===== src/rtl/sseg_scan_controller_pkg.sv =====
// Shared constants for the seven-segment scan controller.
//   SEG_A..SEG_DP : bit positions inside the 8-bit cathode word {dp,g,f,e,d,c,b,a}
//   CATHODE_OFF   : all segments dark (cathodes are active-high)
//   ANODE_OFF     : all digits deselected (anodes are active-low); slice to NUM_DIGITS
//   scan_state_t  : scan FSM state encoding
package sseg_pkg;

  localparam int SEG_A  = 0;
  localparam int SEG_B  = 1;
  localparam int SEG_C  = 2;
  localparam int SEG_D  = 3;
  localparam int SEG_E  = 4;
  localparam int SEG_F  = 5;
  localparam int SEG_G  = 6;
  localparam int SEG_DP = 7;

  localparam logic [7:0] CATHODE_OFF = 8'h00;
  localparam logic [7:0] ANODE_OFF   = 8'hFF;

  typedef enum logic {
    ST_DARK = 1'b0,
    ST_SCAN = 1'b1
  } scan_state_t;

endpackage


===== src/rtl/sseg_scan_controller_decoder.sv =====
// SSEG_Decoder: hex nibble to active-high segment pattern.
// Ports:
//   num     in  4  hex digit 0..F
//   cathode out 8  {dp,g,f,e,d,c,b,a}; dp is always 0 here, the caller merges it
module SSEG_Decoder
  import sseg_pkg::*;
(
  input  logic [3:0] num,
  output logic [7:0] cathode
);

  always_comb begin
    cathode = CATHODE_OFF;
    case (num)
      4'h0:    cathode[SEG_G:SEG_A] = 7'h3F;
      4'h1:    cathode[SEG_G:SEG_A] = 7'h06;
      4'h2:    cathode[SEG_G:SEG_A] = 7'h5B;
      4'h3:    cathode[SEG_G:SEG_A] = 7'h4F;
      4'h4:    cathode[SEG_G:SEG_A] = 7'h66;
      4'h5:    cathode[SEG_G:SEG_A] = 7'h6D;
      4'h6:    cathode[SEG_G:SEG_A] = 7'h7D;
      4'h7:    cathode[SEG_G:SEG_A] = 7'h07;
      4'h8:    cathode[SEG_G:SEG_A] = 7'h7F;
      4'h9:    cathode[SEG_G:SEG_A] = 7'h6F;
      4'hA:    cathode[SEG_G:SEG_A] = 7'h77;
      4'hB:    cathode[SEG_G:SEG_A] = 7'h7C;
      4'hC:    cathode[SEG_G:SEG_A] = 7'h39;
      4'hD:    cathode[SEG_G:SEG_A] = 7'h5E;
      4'hE:    cathode[SEG_G:SEG_A] = 7'h79;
      default: cathode[SEG_G:SEG_A] = 7'h71;
    endcase
  end

endmodule


===== src/rtl/sseg_scan_controller.sv =====
// Time-multiplexed driver for NUM_DIGITS common-anode seven-segment digits.
// A pending register captures value/dp_mask on load; the display shadow only
// takes the pending word at a frame end, so a frame is never drawn with mixed data.
// Each digit slot starts with BLANK_CYCLES of all-anodes-off to stop ghosting.
// Optional feature: define SSEG_LEADING_ZERO_BLANK_EN to blank leading-zero digits
// (digit 0 and digits with dp set are always shown).
// Ports:
//   clk        in   rising-edge clock
//   reset      in   asynchronous, active-high
//   enable     in   1 = scan, 0 = dark with scan position held at digit 0
//   value      in   packed nibbles, nibble i -> digit i (digit 0 rightmost)
//   dp_mask    in   decimal point per digit
//   load       in   strobe capturing value/dp_mask into the pending register
//   anode      out  active-low digit select, at most one bit low
//   cathode    out  {dp,g,f,e,d,c,b,a}, active-high
//   frame_done out  high during the last cycle of the last digit slot
//
// state   | meaning
// ST_DARK | display off, slot counter and digit index held at 0
// ST_SCAN | counting slots and cycling through the digits
module sseg_scan_controller
  import sseg_pkg::*;
#(
  parameter int NUM_DIGITS   = 4,
  parameter int REFRESH_DIV  = 100000,
  parameter int BLANK_CYCLES = 16
) (
  input  logic                    clk,
  input  logic                    reset,
  input  logic                    enable,
  input  logic [4*NUM_DIGITS-1:0] value,
  input  logic [NUM_DIGITS-1:0]   dp_mask,
  input  logic                    load,
  output logic [NUM_DIGITS-1:0]   anode,
  output logic [7:0]              cathode,
  output logic                    frame_done
);

  localparam int CW = $clog2(REFRESH_DIV);
  localparam int IW = $clog2(NUM_DIGITS);
  localparam logic [CW-1:0]         CNT_LAST  = CW'(REFRESH_DIV - 1);
  localparam logic [CW-1:0]         CNT_BLANK = CW'(BLANK_CYCLES);
  localparam logic [IW-1:0]         IDX_LAST  = IW'(NUM_DIGITS - 1);
  localparam logic [NUM_DIGITS-1:0] ANODES_OFF = ANODE_OFF[NUM_DIGITS-1:0];

  scan_state_t             state, state_nxt;
  logic [CW-1:0]           cnt, cnt_nxt;
  logic [IW-1:0]           idx, idx_nxt;
  logic [NUM_DIGITS-1:0]   anode_nxt;
  logic [7:0]              cathode_nxt;

  logic [4*NUM_DIGITS-1:0] pend_val, shad_val;
  logic [NUM_DIGITS-1:0]   pend_dp, shad_dp;
  logic                    pend_valid;

  logic [NUM_DIGITS-1:0]   digit_lit;
  logic [NUM_DIGITS-1:0]   digit_sel;
  logic [3:0]              sel_nib;
  logic                    sel_dp;
  logic                    sel_lit;
  logic [7:0]              dec_cathode;

`ifdef SSEG_LEADING_ZERO_BLANK_EN
  logic any_above;

  // Scan from the top digit down; once a non-zero nibble is seen, everything
  // from there to digit 0 is significant.
  always_comb begin
    any_above = 1'b0;
    digit_lit = '0;
    for (int i = NUM_DIGITS - 1; i >= 0; i--) begin
      any_above    = any_above | (|shad_val[4*i +: 4]);
      digit_lit[i] = (i == 0) || shad_dp[i] || any_above;
    end
  end
`else
  assign digit_lit = '1;
`endif

  always_comb begin
    sel_nib   = 4'h0;
    sel_dp    = 1'b0;
    sel_lit   = 1'b0;
    digit_sel = ANODES_OFF;
    for (int i = 0; i < NUM_DIGITS; i++) begin
      if (idx == IW'(i)) begin
        sel_nib      = shad_val[4*i +: 4];
        sel_dp       = shad_dp[i];
        sel_lit      = digit_lit[i];
        digit_sel[i] = 1'b0;
      end
    end
  end

  SSEG_Decoder u_decoder (
    .num     (sel_nib),
    .cathode (dec_cathode)
  );

  always_ff @(posedge clk or posedge reset) begin
    if (reset) begin
      state   <= ST_DARK;
      cnt     <= '0;
      idx     <= '0;
      anode   <= ANODES_OFF;
      cathode <= CATHODE_OFF;
    end else begin
      state   <= state_nxt;
      cnt     <= cnt_nxt;
      idx     <= idx_nxt;
      anode   <= anode_nxt;
      cathode <= cathode_nxt;
    end
  end

  // Outputs are registered from the current position, so dropping enable
  // darkens the display on the very next edge.
  always_comb begin
    state_nxt   = enable ? ST_SCAN : ST_DARK;
    cnt_nxt     = '0;
    idx_nxt     = '0;
    anode_nxt   = ANODES_OFF;
    cathode_nxt = CATHODE_OFF;
    frame_done  = 1'b0;
    case (state)
      ST_SCAN: begin
        frame_done = (cnt == CNT_LAST) && (idx == IDX_LAST);
        if (enable) begin
          if (cnt == CNT_LAST) begin
            idx_nxt = (idx == IDX_LAST) ? '0 : idx + 1'b1;
          end else begin
            cnt_nxt = cnt + 1'b1;
            idx_nxt = idx;
          end
          if ((cnt >= CNT_BLANK) && sel_lit) begin
            anode_nxt           = digit_sel;
            cathode_nxt         = dec_cathode;
            cathode_nxt[SEG_DP] = sel_dp;
          end
        end
      end
      default: ;
    endcase
  end

  // A load coinciding with the frame end bypasses pending and lands in shadow.
  always_ff @(posedge clk or posedge reset) begin
    if (reset) begin
      pend_val   <= '0;
      pend_dp    <= '0;
      pend_valid <= 1'b0;
      shad_val   <= '0;
      shad_dp    <= '0;
    end else if (frame_done) begin
      pend_valid <= 1'b0;
      if (load) begin
        shad_val <= value;
        shad_dp  <= dp_mask;
      end else if (pend_valid) begin
        shad_val <= pend_val;
        shad_dp  <= pend_dp;
      end
    end else if (load) begin
      pend_val   <= value;
      pend_dp    <= dp_mask;
      pend_valid <= 1'b1;
    end
  end

endmodule

===== config.mk =====
export PLATFORM = sky130hd
export DESIGN_NAME = sseg_scan_controller
export DESIGN_NICKNAME = d
export VERILOG_FILES = /design/src/rtl/sseg_scan_controller_pkg.sv /design/src/rtl/sseg_scan_controller_decoder.sv /design/src/rtl/sseg_scan_controller.sv
export SDC_FILE = /design/constraint.sdc
export NUM_CORES = 1
export LEC_CHECK = 0
export CORE_MARGIN = 4
export CORE_UTILIZATION = 44
export CTS_CLUSTER_SIZE = 25
export DETAILED_ROUTE_END_ITERATION = 8
export PLACE_DENSITY_LB_ADDON = 0.15
export SYNTH_ARGS = -nofsm -noshare
export SYNTH_HDL_FRONTEND = slang
export SYNTH_SLANG_ARGS = --single-unit

===== constraint.sdc =====
create_clock -name clk -period 7.1 [get_ports clk]
set_input_delay 1.775 -clock clk [delete_from_list [all_inputs] [get_ports clk]]
set_output_delay 1.775 -clock clk [all_outputs]
set_load 0.01 [all_outputs]

==> summary.md <==
| Metric | Value |
|---|---|
| Status | finished, final reports clean |
| Final wirelength | 7.40 mm |
| Gpl congestion | 0.818 |
| Root Buffer | clkbuf_8 |
| Post-synth top area cell | dfrtp_1 |
| Vias | 2602 |
| Drt pass-1 iters | 4 |
| Post-layout power | 0.801 mW |
| Vias per cell | 5.40 |
| Largest net degree at the start of global routing | 74 |
| Max Cap Viol | 0 |
| Worst-Margin Slew | 0.914 ns |
| Final hold viol count | 0 |
| Area contributors post-synth | dfrtp_1 (46%), mux2_4 (8.1%), ha_1 (4.0%) |
| Setup_tns | 0 ns |
| N_diodes | 0 |
| Post-layout nets | 408 |
| Initial antenna violation count | 0 |
| Minimum clock period | 4.82 ns |
| Area of the multi-input gates | 1690 um^2 |
| Post-Place Cell Area | 4100 um^2 |
| Slowest CP cell | clkdlybuf4s50_1 |
| Prevailing post-synth register cell | dfrtp_1 |
| CP max FO | 26 |
| Synth Area per Inst | 10.9 um^2 |
| Worst EP arrival | 3.04 ns |
| Startpoint types | flip-flop |
| Max VDD drop | 98.7 uV |
| Final instance area | 4260 um^2 |
| CTS Buffer Depth | 2 |
| CP required | 5.33 ns |
| CTS Hold Bufs | 0 |
| CP cell instances | or4_4, nor4_4, nand4_4, inv_2, clkdlybuf4s50_1 |
| PD cells | 188 nW/um^2 |
| EDFF count, synth | 0 |
| Synthesized area | 3720 um^2 |
| Commonest non-fill, non-tap cells in the layout | dfrtp_1 (69), clkdlybuf4s50_1 (36), nor2_1 (34), nand3_1 (25), nand2_1 (22) |
| Mapped Nets | 377 |
| CTS Sinks | 73 |
| Die extent in x | 99.9 um |
| Post-CTS Resized | 0 |
| Initial drt markers | 123 |
| Reg area | 1830 um^2 |
| Share of the synthesized area in the top cell type | 46.5% |
| First-pass GRT wire length | 12.5 mm |
| GRT Total Usage | 15.8% |
| Placed wire-length estimate | 4.99 mm |
| Initial Util | 45.2% |
| Finish-stage setup viols | 0 |
| Slew Limit Fails | 0 |
| Vias in the first global route | 2501 |
| Max H-tree Level | 3 |
| RSZ-0062 raised after global routing | false |
| Setup CP Type | reg2out |
| Mapped Cells | 341 |
| Wire length per cell | 15.4 um |
| Most common cell after layout, fill and taps aside | dfrtp_1 |
| DIE AREA | 9980 um^2 |
| FILL cells | 762 |
| #FFs+latches synth | 73 |
| Drt drc | 0 |
| Share of flip-flops with an asynchronous set or reset | 100% |
| Max Freq | 0.208 GHz |
| Max-slew headroom | 39.0% |
| Synth Warn # | 0 |
| Global route total overflow | 0 |
| Core ar. | 8220 um^2 |
| Layout area overhead | 14.5% |
| CP Capture Type | output pin |
| Part of the Yosys area used for sequential elements | 49.3% |
| Fin util | 51.8% |
| Detail Route Antenna Nets | 0 |
| Clock-pin slew on the worst setup and hold paths | 0.07 ns |
| Yosys cell types | 49 |
| Pleak | 1.82 nW |
| Fin crit share | 67.8% |
| Die H | 99.9 um |
| Worst-skew pair later-pin latency | 0.34 ns |
| Post-CTS Setup Bufs | 0 |
| Min-Delay Path Class | reg2reg |
| I/O Buffers | 36 |
| Fin Clk Skew | 0.00723 ns |
| Num CTS Buffers | 9 |
| Critical Path Max Stage Delay | 0.65 ns |
| Ports | 37 |
| Fraction of layout instances using a drive strength above 1 | 12.2% |
| WHS | 0.509 ns |
| TritonCTS clock tree | yes |
| Cell row count | 33 |
worst paths after layout:
check                      slack [ns]  depth (start not counted)            to    startpoint
min in group asynchronous        2.03                          3        cnt[2]         reset
setup / recovery                 2.28                          5    frame_done       cnt[12]
hold / removal                   0.51                          1  pend_val[14]  pend_val[14]
hold reg to reg                  0.51                          1  pend_val[14]  pend_val[14]
setup reg to reg                 4.23                          8    cathode[3]        idx[0]
max in group asynchronous        4.49                          3  pend_val[10]         reset
layout make-up:
cell class                      count  share of cell area, %
Clock inverter                      1                  0.118
Inverter                           19                   1.68
Sequential cell                    73                   43.0
Tap cell                          105                   3.09
Timing Repair Buffer               38                   8.82
Clock buffer                       15                   3.67
Multi-Input combinational cell    231                   39.6
critical path: cells and delay by family (launching register included):
kind / cells / cell delay [ns]
simple gates: 3 / 1.17
buf+inv: 2 / 1.11
flops: 1 / 0.41
report_power, final:
| part | leakage [nW] | switching [mW] | internal (mW) |
|---|---|---|---|
| clock | 0.0817 | 0.146 | 0.137 |
| combinational | 0.852 | 0.0348 | 0.0407 |
| sequential | 0.891 | 0.0104 | 0.432 |
logic make-up (layout without fill, tap and decap cells):
group | Yosys count | after routing | synth area share [%]
AOI/OAI and AO/OA | 57 | 57 | 11.3
xor gates and xnor gates | 15 | 15 | 3.54
adders and majority gates | 12 | 12 | 4.04
buffers and inverters | 37 | 73 | 5.35
DFF | 73 | 73 | 49.3
muxes | 24 | 24 | 9.16
and+or+nand+nor | 123 | 123 | 17.3
metal layers:
metal | GRT usage (%) | vias to the layer above | share of wire [%]
met3 | 3.27 | 13 | 4.3
met4 | 6.62 | 0 | 1.8
met2 | 23.7 | 50 | 45
met5 | 0 | - | 0
li1 | - | 1266 | -
met1 | 22.4 | 1273 | 49
synth_stat cells, types with 2 or more instances:
| cell type | instances |
|---|---|
| a2111oi_0 | 2 |
| a211oi_1 | 6 |
| a21oi_1 | 5 |
| a221oi_1 | 4 |
| a22oi_1 | 2 |
| a2bb2oi_1 | 12 |
| a32oi_1 | 6 |
| and3_1 | 3 |
| and3b_1 | 2 |
| buf_12 | 2 |
| buf_2 | 7 |
| buf_6 | 2 |
| clkbuf_1 | 5 |
| dfrtp_1 | 69 |
| dfstp_2 | 4 |
| ha_1 | 12 |
| inv_1 | 17 |
| mux2_4 | 20 |
| mux2i_1 | 4 |
| nand2_1 | 22 |
| nand3_1 | 25 |
| nand3b_1 | 2 |
| nand4_1 | 3 |
| nor2_1 | 34 |
| nor2b_1 | 7 |
| nor3_1 | 12 |
| nor3b_1 | 2 |
| o21ai_0 | 9 |
| o22ai_1 | 7 |
| or3_1 | 2 |
| xnor2_1 | 7 |
| xor2_1 | 8 |
sequential cells by signal, summed over array words and instances (netlist names):
name        count
anode           4
shad_dp         4
idx             2
shad_val       16
pend_val       16
pend_dp         4
pend_valid      1
cnt            17
cathode         8
state           1
metrics by stage:
stage / setup slack, ns / instances
3_5_place_dp: 2.65 / 466
5_1_grt: 2.07 / 482
2_1_floorplan: 3.48 / 341
6_report: 2.28 / 482
3_3_place_gp: 2.68 / 466
4_1_cts: 2.27 / 482
(Power assumes the default switching activity.)
